$ cat src/rtl/kmap_mux_pkg.sv
// Shared types and constants for the K-map mux engine.
package kmap_mux_pkg;

   localparam int MAX_MUX_W = 128;
   localparam int MAX_SEL_W = 7;
   localparam int MAX_CH_W  = 4;

   localparam logic [15:0] KMAP_DEFAULT_TABLE = 16'h850E;

   function automatic int ch_width(input int channels);
      return (channels > 1) ? $clog2(channels) : 1;
   endfunction

   // Sized for the largest legal configuration; instances use the low bits.
   typedef struct packed {
      logic [MAX_MUX_W-1:0] mux_in;
      logic [MAX_SEL_W-1:0] sel;
      logic [MAX_CH_W-1:0]  ch;
      logic                 err;
   } stage_payload_t;

endpackage

$ cat src/rtl/kmap_mux_slice.sv
// Extracts the 2**SEL_BITS mux data inputs of one truth table for given low variables.
module kmap_mux_slice
   import kmap_mux_pkg::*;
#(
   parameter int N_VARS   = 4,
   parameter int SEL_BITS = 2
) (
   input  logic [2**N_VARS-1:0]        table_bits,
   input  logic [N_VARS-SEL_BITS-1:0]  low_vars,
   output logic [2**SEL_BITS-1:0]      mux_in
);

   generate
      for (genvar gi = 0; gi < 2**SEL_BITS; gi++) begin : g_k
         localparam logic [SEL_BITS-1:0] K = SEL_BITS'(gi);
         assign mux_in[gi] = table_bits[{K, low_vars}];
      end
   endgenerate

endmodule

$ cat src/rtl/kmap_mux_engine.sv
// Two-stage programmable K-map evaluator with valid/ready flow control.
// Optional table parity checking is enabled by defining KMAP_MUX_PARITY_EN.
module kmap_mux_engine
   import kmap_mux_pkg::*;
#(
   parameter int N_VARS   = 4,
   parameter int SEL_BITS = 2,
   parameter int CHANNELS = 2,
   parameter logic [2**N_VARS-1:0] RST_TABLE = KMAP_DEFAULT_TABLE
) (
   input  logic                          clk,
   input  logic                          rst_n,
   input  logic                          cfg_we,
   input  logic [ch_width(CHANNELS)-1:0] cfg_ch,
   input  logic [2**N_VARS-1:0]          cfg_table,
   input  logic                          in_valid,
   output logic                          in_ready,
   input  logic [ch_width(CHANNELS)-1:0] in_ch,
   input  logic [N_VARS-1:0]             in_vars,
   output logic                          out_valid,
   input  logic                          out_ready,
   output logic [2**SEL_BITS-1:0]        out_mux_in,
   output logic                          out_f,
   output logic                          out_err
);

   localparam int T    = 2**N_VARS;
   localparam int M    = 2**SEL_BITS;
   localparam int CH_W = ch_width(CHANNELS);

   logic [T-1:0]   tables_reg [CHANNELS];
   logic [T-1:0]   rd_table;
   logic [M-1:0]   mux_vec;
   logic           rd_err;
   stage_payload_t s1_reg, s1_next;
   logic           s1_valid_reg;
   logic           out_valid_reg, out_f_reg, out_err_reg;
   logic [M-1:0]   out_mux_in_reg;
   logic           accept, s2_load;
   logic [M-1:0]   s1_mux;
   logic [SEL_BITS-1:0] s1_sel;
   logic           unused_payload;

   always_ff @(posedge clk or negedge rst_n) begin
      if (!rst_n) begin
         for (int i = 0; i < CHANNELS; i++) tables_reg[i] <= RST_TABLE;
      end else begin
         for (int i = 0; i < CHANNELS; i++)
            if (cfg_we && cfg_ch == CH_W'(i)) tables_reg[i] <= cfg_table;
      end
   end

   // Unmatched channel index reads as an all-zero table.
   always_comb begin
      rd_table = '0;
      for (int i = 0; i < CHANNELS; i++)
         if (in_ch == CH_W'(i)) rd_table = tables_reg[i];
   end

`ifdef KMAP_MUX_PARITY_EN
   logic parity_reg [CHANNELS];
   logic rd_par;

   always_ff @(posedge clk or negedge rst_n) begin
      if (!rst_n) begin
         for (int i = 0; i < CHANNELS; i++) parity_reg[i] <= ^RST_TABLE;
      end else begin
         for (int i = 0; i < CHANNELS; i++)
            if (cfg_we && cfg_ch == CH_W'(i)) parity_reg[i] <= ^cfg_table;
      end
   end

   always_comb begin
      rd_par = 1'b0;
      for (int i = 0; i < CHANNELS; i++)
         if (in_ch == CH_W'(i)) rd_par = parity_reg[i];
   end

   assign rd_err = (^rd_table) ^ rd_par;
`else
   assign rd_err = 1'b0;
`endif

   kmap_mux_slice #(
      .N_VARS   (N_VARS),
      .SEL_BITS (SEL_BITS)
   ) u_slice (
      .table_bits (rd_table),
      .low_vars   (in_vars[N_VARS-SEL_BITS-1:0]),
      .mux_in     (mux_vec)
   );

   always_comb begin
      s1_next = '0;
      s1_next.mux_in[M-1:0]        = mux_vec;
      s1_next.sel[SEL_BITS-1:0]    = in_vars[N_VARS-1 -: SEL_BITS];
      s1_next.ch[CH_W-1:0]         = in_ch;
      s1_next.err                  = rd_err;
   end

   assign s2_load  = s1_valid_reg && (!out_valid_reg || out_ready);
   assign in_ready = !(s1_valid_reg && out_valid_reg && !out_ready);
   assign accept   = in_valid && in_ready;
   assign s1_mux   = s1_reg.mux_in[M-1:0];
   assign s1_sel   = s1_reg.sel[SEL_BITS-1:0];

   always_ff @(posedge clk or negedge rst_n) begin
      if (!rst_n) begin
         s1_reg         <= '0;
         s1_valid_reg   <= 1'b0;
         out_valid_reg  <= 1'b0;
         out_mux_in_reg <= '0;
         out_f_reg      <= 1'b0;
         out_err_reg    <= 1'b0;
      end else begin
         if (accept) s1_reg <= s1_next;
         s1_valid_reg <= accept || (s1_valid_reg && !s2_load);
         if (s2_load) begin
            out_mux_in_reg <= s1_mux;
            out_f_reg      <= s1_mux[s1_sel];
            out_err_reg    <= s1_reg.err;
         end
         out_valid_reg <= s2_load || (out_valid_reg && !out_ready);
      end
   end

   // Channel tag and padding bits of the payload are carried but not consumed.
   assign unused_payload = ^s1_reg;

   assign out_valid  = out_valid_reg;
   assign out_mux_in = out_mux_in_reg;
   assign out_f      = out_f_reg;
   assign out_err    = out_err_reg;

endmodule

$ cat config.mk
export PLATFORM = sky130hd
export DESIGN_NAME = kmap_mux_engine
export DESIGN_NICKNAME = d
export VERILOG_FILES = /design/src/rtl/kmap_mux_pkg.sv /design/src/rtl/kmap_mux_slice.sv /design/src/rtl/kmap_mux_engine.sv
export SDC_FILE = /design/constraint.sdc
export NUM_CORES = 1
export LEC_CHECK = 0
export ABC_AREA = 1
export BUFFER_PORTS_ARGS = -buffer_cell sky130_fd_sc_hd__buf_2
export CAP_MARGIN = 20
export CORE_ASPECT_RATIO = 0.75
export CORE_MARGIN = 8
export CORE_UTILIZATION = 40
export CTS_CLUSTER_DIAMETER = 40
export DETAILED_ROUTE_END_ITERATION = 6
export PLACE_DENSITY = 0.68
export SLEW_MARGIN = 10
export SYNTH_ARGS = -nofsm -noshare
export SYNTH_HDL_FRONTEND = slang
export SYNTH_SLANG_ARGS = --single-unit
export TNS_END_PERCENT = 5
$ cat constraint.sdc
create_clock -name clk -period 1.73 [get_ports clk]
set_clock_uncertainty 0.05 [all_clocks]
set_input_delay 0.0865 -clock clk [delete_from_list [all_inputs] [get_ports clk]]
set_output_delay 0.0865 -clock clk [all_outputs]
set_load 0.01 [all_outputs]
-- Yosys cells after proc, flatten, opt, wreduce, memory -nomap -nowiden
Cells that the tools add are included.
- logic and storage cells: 40
- input bits: 27
- register bits after elaboration: 45
- reduce and logical (&&, ||, !) cells: 15
- multiplexer cells: 11
- $lt $le $gt $ge: 5
- bitwise gates (word level): 1
- operators with widths (cell ; number):
    16-bit two-way mux ; 1
    1-bit binary-select mux with 2-bit select ; 5
    4-bit by 5-bit less-than comparator with 1-bit output (second input constant) ; 2
    1-bit logical AND ; 8
    2-bit by 5-bit less-than comparator with 1-bit output (second input constant) ; 1
    3-bit by 5-bit less-than comparator with 1-bit output (second input constant) ; 1
    1-bit two-way mux ; 5
    1-bit logical NOT ; 4
    1-bit logical OR ; 3
    2-bit by 3-bit less-than comparator with 1-bit output (second input constant) ; 1
    1-bit NOT ; 1

-- Depth between registers and ports, before layout
- depth after elaboration: 6
- depth in mapped cells: 8
- mapped depth without buffers: 7

-- Modules after synthesis
Synthesis repeated with hierarchy kept, for this count alone.
- cells, all modules: 247
- area total of the unflattened synthesis: 2190.9 um^2
- by module, submodules not included (module ; instances ; cells each ; area an instance (um^2) ; seq. area each (um^2)):
    kmap_mux_engine ; 1 ; 200 ; 1994.4 ; 1141.1
    kmap_mux_slice ; 1 ; 47 ; 196.4 ; 0.0

-- Least setup slack after synthesis
OpenSTA, ideal clock, no wires.
- kind: register to register
- start point: register out_valid_reg (netlist: out_valid)
- end point: register s1_reg (netlist bit s1_mux[0])
- setup slack: 0.625 ns
- period minus slack after synthesis: 1.105 ns
- stages on the path, launching flop included: 6
- data arrival time: 0.938 ns
- library setup time: 0.117 ns
- path through: dfrtp_1 nand3_2 nand2_1 inv_2 nand3_1 nand2_1
- word-level cells in the longest chain between the ends: 4
- RTL lines (element ; line ; text):
    start: declaration ; kmap_mux_engine.sv:37 ; logic out_valid_reg, out_f_reg, out_err_reg;
    start signal: assignment ; kmap_mux_engine.sv:123 ; out_valid_reg <= s2_load || (out_valid_reg && !out_ready);
    1-bit logical AND (2 in a row) ; kmap_mux_engine.sv:102 ; assign in_ready = !(s1_valid_reg && out_valid_reg && !out_ready);
    1-bit logical NOT ; kmap_mux_engine.sv:102 ;
    net in_ready ; kmap_mux_engine.sv:17 ; output logic in_ready,
    1-bit logical AND ; kmap_mux_engine.sv:103 ; assign accept = in_valid && in_ready;
    end signal: assignment ; kmap_mux_engine.sv:116 ; if (accept) s1_reg <= s1_next;
    end: declaration ; kmap_mux_engine.sv:35 ; stage_payload_t s1_reg, s1_next;
The timed path passes the listed nets, and every way through them passes these cells.
A chain may end at the register's enable or synchronous reset.

-- Worst setup path in the final report
- start point: register s1_valid_reg
- end point: register s1_reg (netlist bit s1_mux[2])
- word-level cells in the longest chain between the ends: 4
- RTL lines (element ; line ; text):
    start: declaration ; kmap_mux_engine.sv:36 ; logic s1_valid_reg;
    start signal: assignment ; kmap_mux_engine.sv:117 ; s1_valid_reg <= accept || (s1_valid_reg && !s2_load);
    1-bit logical AND (2 in a row) ; kmap_mux_engine.sv:102 ;
    1-bit logical NOT ; kmap_mux_engine.sv:102 ;
    1-bit logical AND ; kmap_mux_engine.sv:103 ;
Every way passes these cells.

==> impl_metrics.ini <==
[setup_path]
criticalPathCategory = reg2reg
crit_slowest_cell = dfrtp_1
cpMostUsedCell = nand2_1
worstPathCellList = nand3_2, nand2_1, inv_2, nand3_1, nand2_1
worst_setup_path_end_kind = flop
crit_arrival_ns = 1.26
worst-r2r-cell-count = 5
cp-start-kind = flop
max_stage_delay_ns = 0.40
path_max_fanout = 8
worst_path_required_time_ns = 1.87

[finish]
layout-drive-gt1-share_pct = 19.3
post-route-cell-area_um2 = 2580
antennaDiodeCount = 0
synth_to_layout_area_growth_pct = 20.6
flip_flop_count_of_the_largest_register_all_copies_and_words_added = 32
design.final.nets = 347

[clocking]
numCtsBuffers = 5
clk_pin_slew_worst_paths_ns = 0.09
cts.sink_count = 45
clock-root-buffer = clkbuf_8
insertion_delay_ns = 0.30
tritoncts = done
longest_clk_path_bufs = 2
postCtsSetupRepairBufs = 0
cts_resized = 0
htree_num_levels = 2

[sta]
setup-violations-final = 0
totalNegativeSetupSlack_ns = 0
timing.final.max_slew_violations = 0
final_period_minus_worst_setup_slack_ns = 1.12
timing.final.hold_violations = 0
rsz0062_at_grt = false
hold-worst-slack_ns = 0.00550
period_share_pct = 64.5
fmax_mhz = 896

[yosys]
synth_cells = 275
synth.area.top_cells = dfrtp_1 39%, nand2_1 18%, dfstp_2 15%, inv_1 8.4%, o21ai_0 8.2%
synth.yosys.seq_area_share_pct = 53.4
yosys_warnings = 0
post_synth_instance_area_um2 = 2140
ys_seq_elements = 45
synthesis.nets = 302
synthDominantCellAreaShare_pct = 38.6
yosysTopAreaCell = dfrtp_1
synthDistinctLibCells = 18
syn_area_per_cell_um2 = 7.77

[route]
detailedRoute.firstIterationViolations = 51
avgRoutedWirePerCell_um = 11.3
postRouteWirelength_um = 4480
ant_nets = 0
vias = 1730
detailedRoute.firstPassIterationCount = 4
via_to_cell_ratio = 4.37
drcViolationCount = 0

[global_route]
leftover_overflow_at_the_end_of_global_routing = 0
grt_use_total_pct = 12.1
antenna_found_initial = 0
grt_max_degree = 33
grt_first_pass_wirelength_um = 7870
first_global_vias = 1778

[floorplanning]
core_um2 = 5240
top_level_ports = 35
width_of_the_chip_um = 100
die-area_um2 = 7960
floorplan.initialDensity_pct = 40.8
fp.dieH_um = 79.3
placementRows = 23

[pwr]
design_power_total_mw = 2.47
highest_ir_drop_seen_on_vdd_mv = 0.575
power.density_nw_per_um2 = 958
leakage_nw = 1.39

[placed_design]
placed_area_um2 = 2350
routabilityCongestion = 0.808
port_buffers = 33
hpwlAfterDp_um = 3290

[outcome]
run_status = complete, no violations

[worst_hold_path]
worstHoldPathType = in2reg
hold_path_depth = 3

[flow_run]
max_cap_viol_count = 0
cell usage in the layout, fill, tap and decap left out, types with 2 or more instances in the layout:
cell	netlist	routed
dlygate4sd3_1	0	13
clkinvlp_4	0	3
o21ai_0	35	35
inv_1	48	48
clkbuf_8	0	5
dfrtp_1	33	33
buf_2	4	33
nand2_2	3	3
buf_4	1	2
dfstp_2	12	12
nand2_1	103	103
nand3_1	24	24
metrics by stage:
stage | setup slack [ns] | util (%) | cells
3_5_place_dp | 0.613 | 45.0 | 375
5_1_grt | 0.484 | 49.2 | 396
3_3_place_gp | 0.694 | 45.0 | 375
4_1_cts | 0.596 | 49.0 | 395
6_report | 0.614 | 49.2 | 396
2_1_floorplan | 0.625 | - | 275
layer usage:
layer | GRT usage, % | part of all wire [%] | vias to the layer above
met4 | 4.36 | 1.7 | 0
met5 | 0 | 0 | -
li1 | - | - | 918
met1 | 15.1 | 52 | 779
met3 | 3.49 | 3.7 | 7
met2 | 19.6 | 43 | 26
final cells by class:
| cell class | instances | area, µm² |
|---|---|---|
| fill | 551 | 2660 |
| multi-input combinational | 169 | 727 |
| inverter | 50 | 193 |
| tap | 75 | 93.8 |
| clock inverter | 3 | 22.5 |
| timing repair buffer | 49 | 330 |
| clock buffer | 5 | 68.8 |
| sequential | 45 | 1140 |
worst max-delay path, delay by kind of cell (launching register included):
kind | cells | cell delay [ns]
flops | 1 | 0.40
simple gates | 4 | 0.45
buf+inv | 1 | 0.11
where the power goes:
part	internal [mW]	total [mW]	switching, mW
logic	0.197	0.469	0.272
registers	1.24	1.34	0.0992
clock network	0.284	0.662	0.378
Yosys cell counts:
cell type	number
nand2_1	103
inv_1	48
o21ai_0	35
dfrtp_1	33
nand3_1	24
dfstp_2	12
buf_2	4
clkbuf_1	3
nand2_2	3
buf_6	2
a21oi_1	1
buf_4	1
buf_8	1
conb_1	1
inv_2	1
inv_6	1
nand3_2	1
o211ai_1	1
path summary, 6_finish.rpt:
kind / from / end / slack [ns]
min in group asynchronous: rst_n / out_mux_in[1] / 0.22
max reg2reg: s1_valid_reg / s1_mux[2] / 0.61
max in group asynchronous: rst_n / tables_reg[10] / 0.83
min reg2reg: out_f / out_f / 0.43
max: s1_valid_reg / s1_mux[2] / 0.61
min: cfg_table[13] / tables_reg[13] / 0.005
kinds of logic after synthesis:
logic type | count (synthesis) | share of synthesized area [%]
and+or+nand+nor | 131 | 25.1
buffers and inverters | 61 | 12.6
DFF | 45 | 53.4
AOI/OAI and AO/OA | 37 | 8.78
other | 1 | 0.175
timing repair:
action / in CTS / in global routing
endpoints found under the setup margin: 0 / 0
hold buffers: 12 / 1
hold endpoints to repair: 29 / 1
No activity file was read; power rests on OpenSTA's default activity.
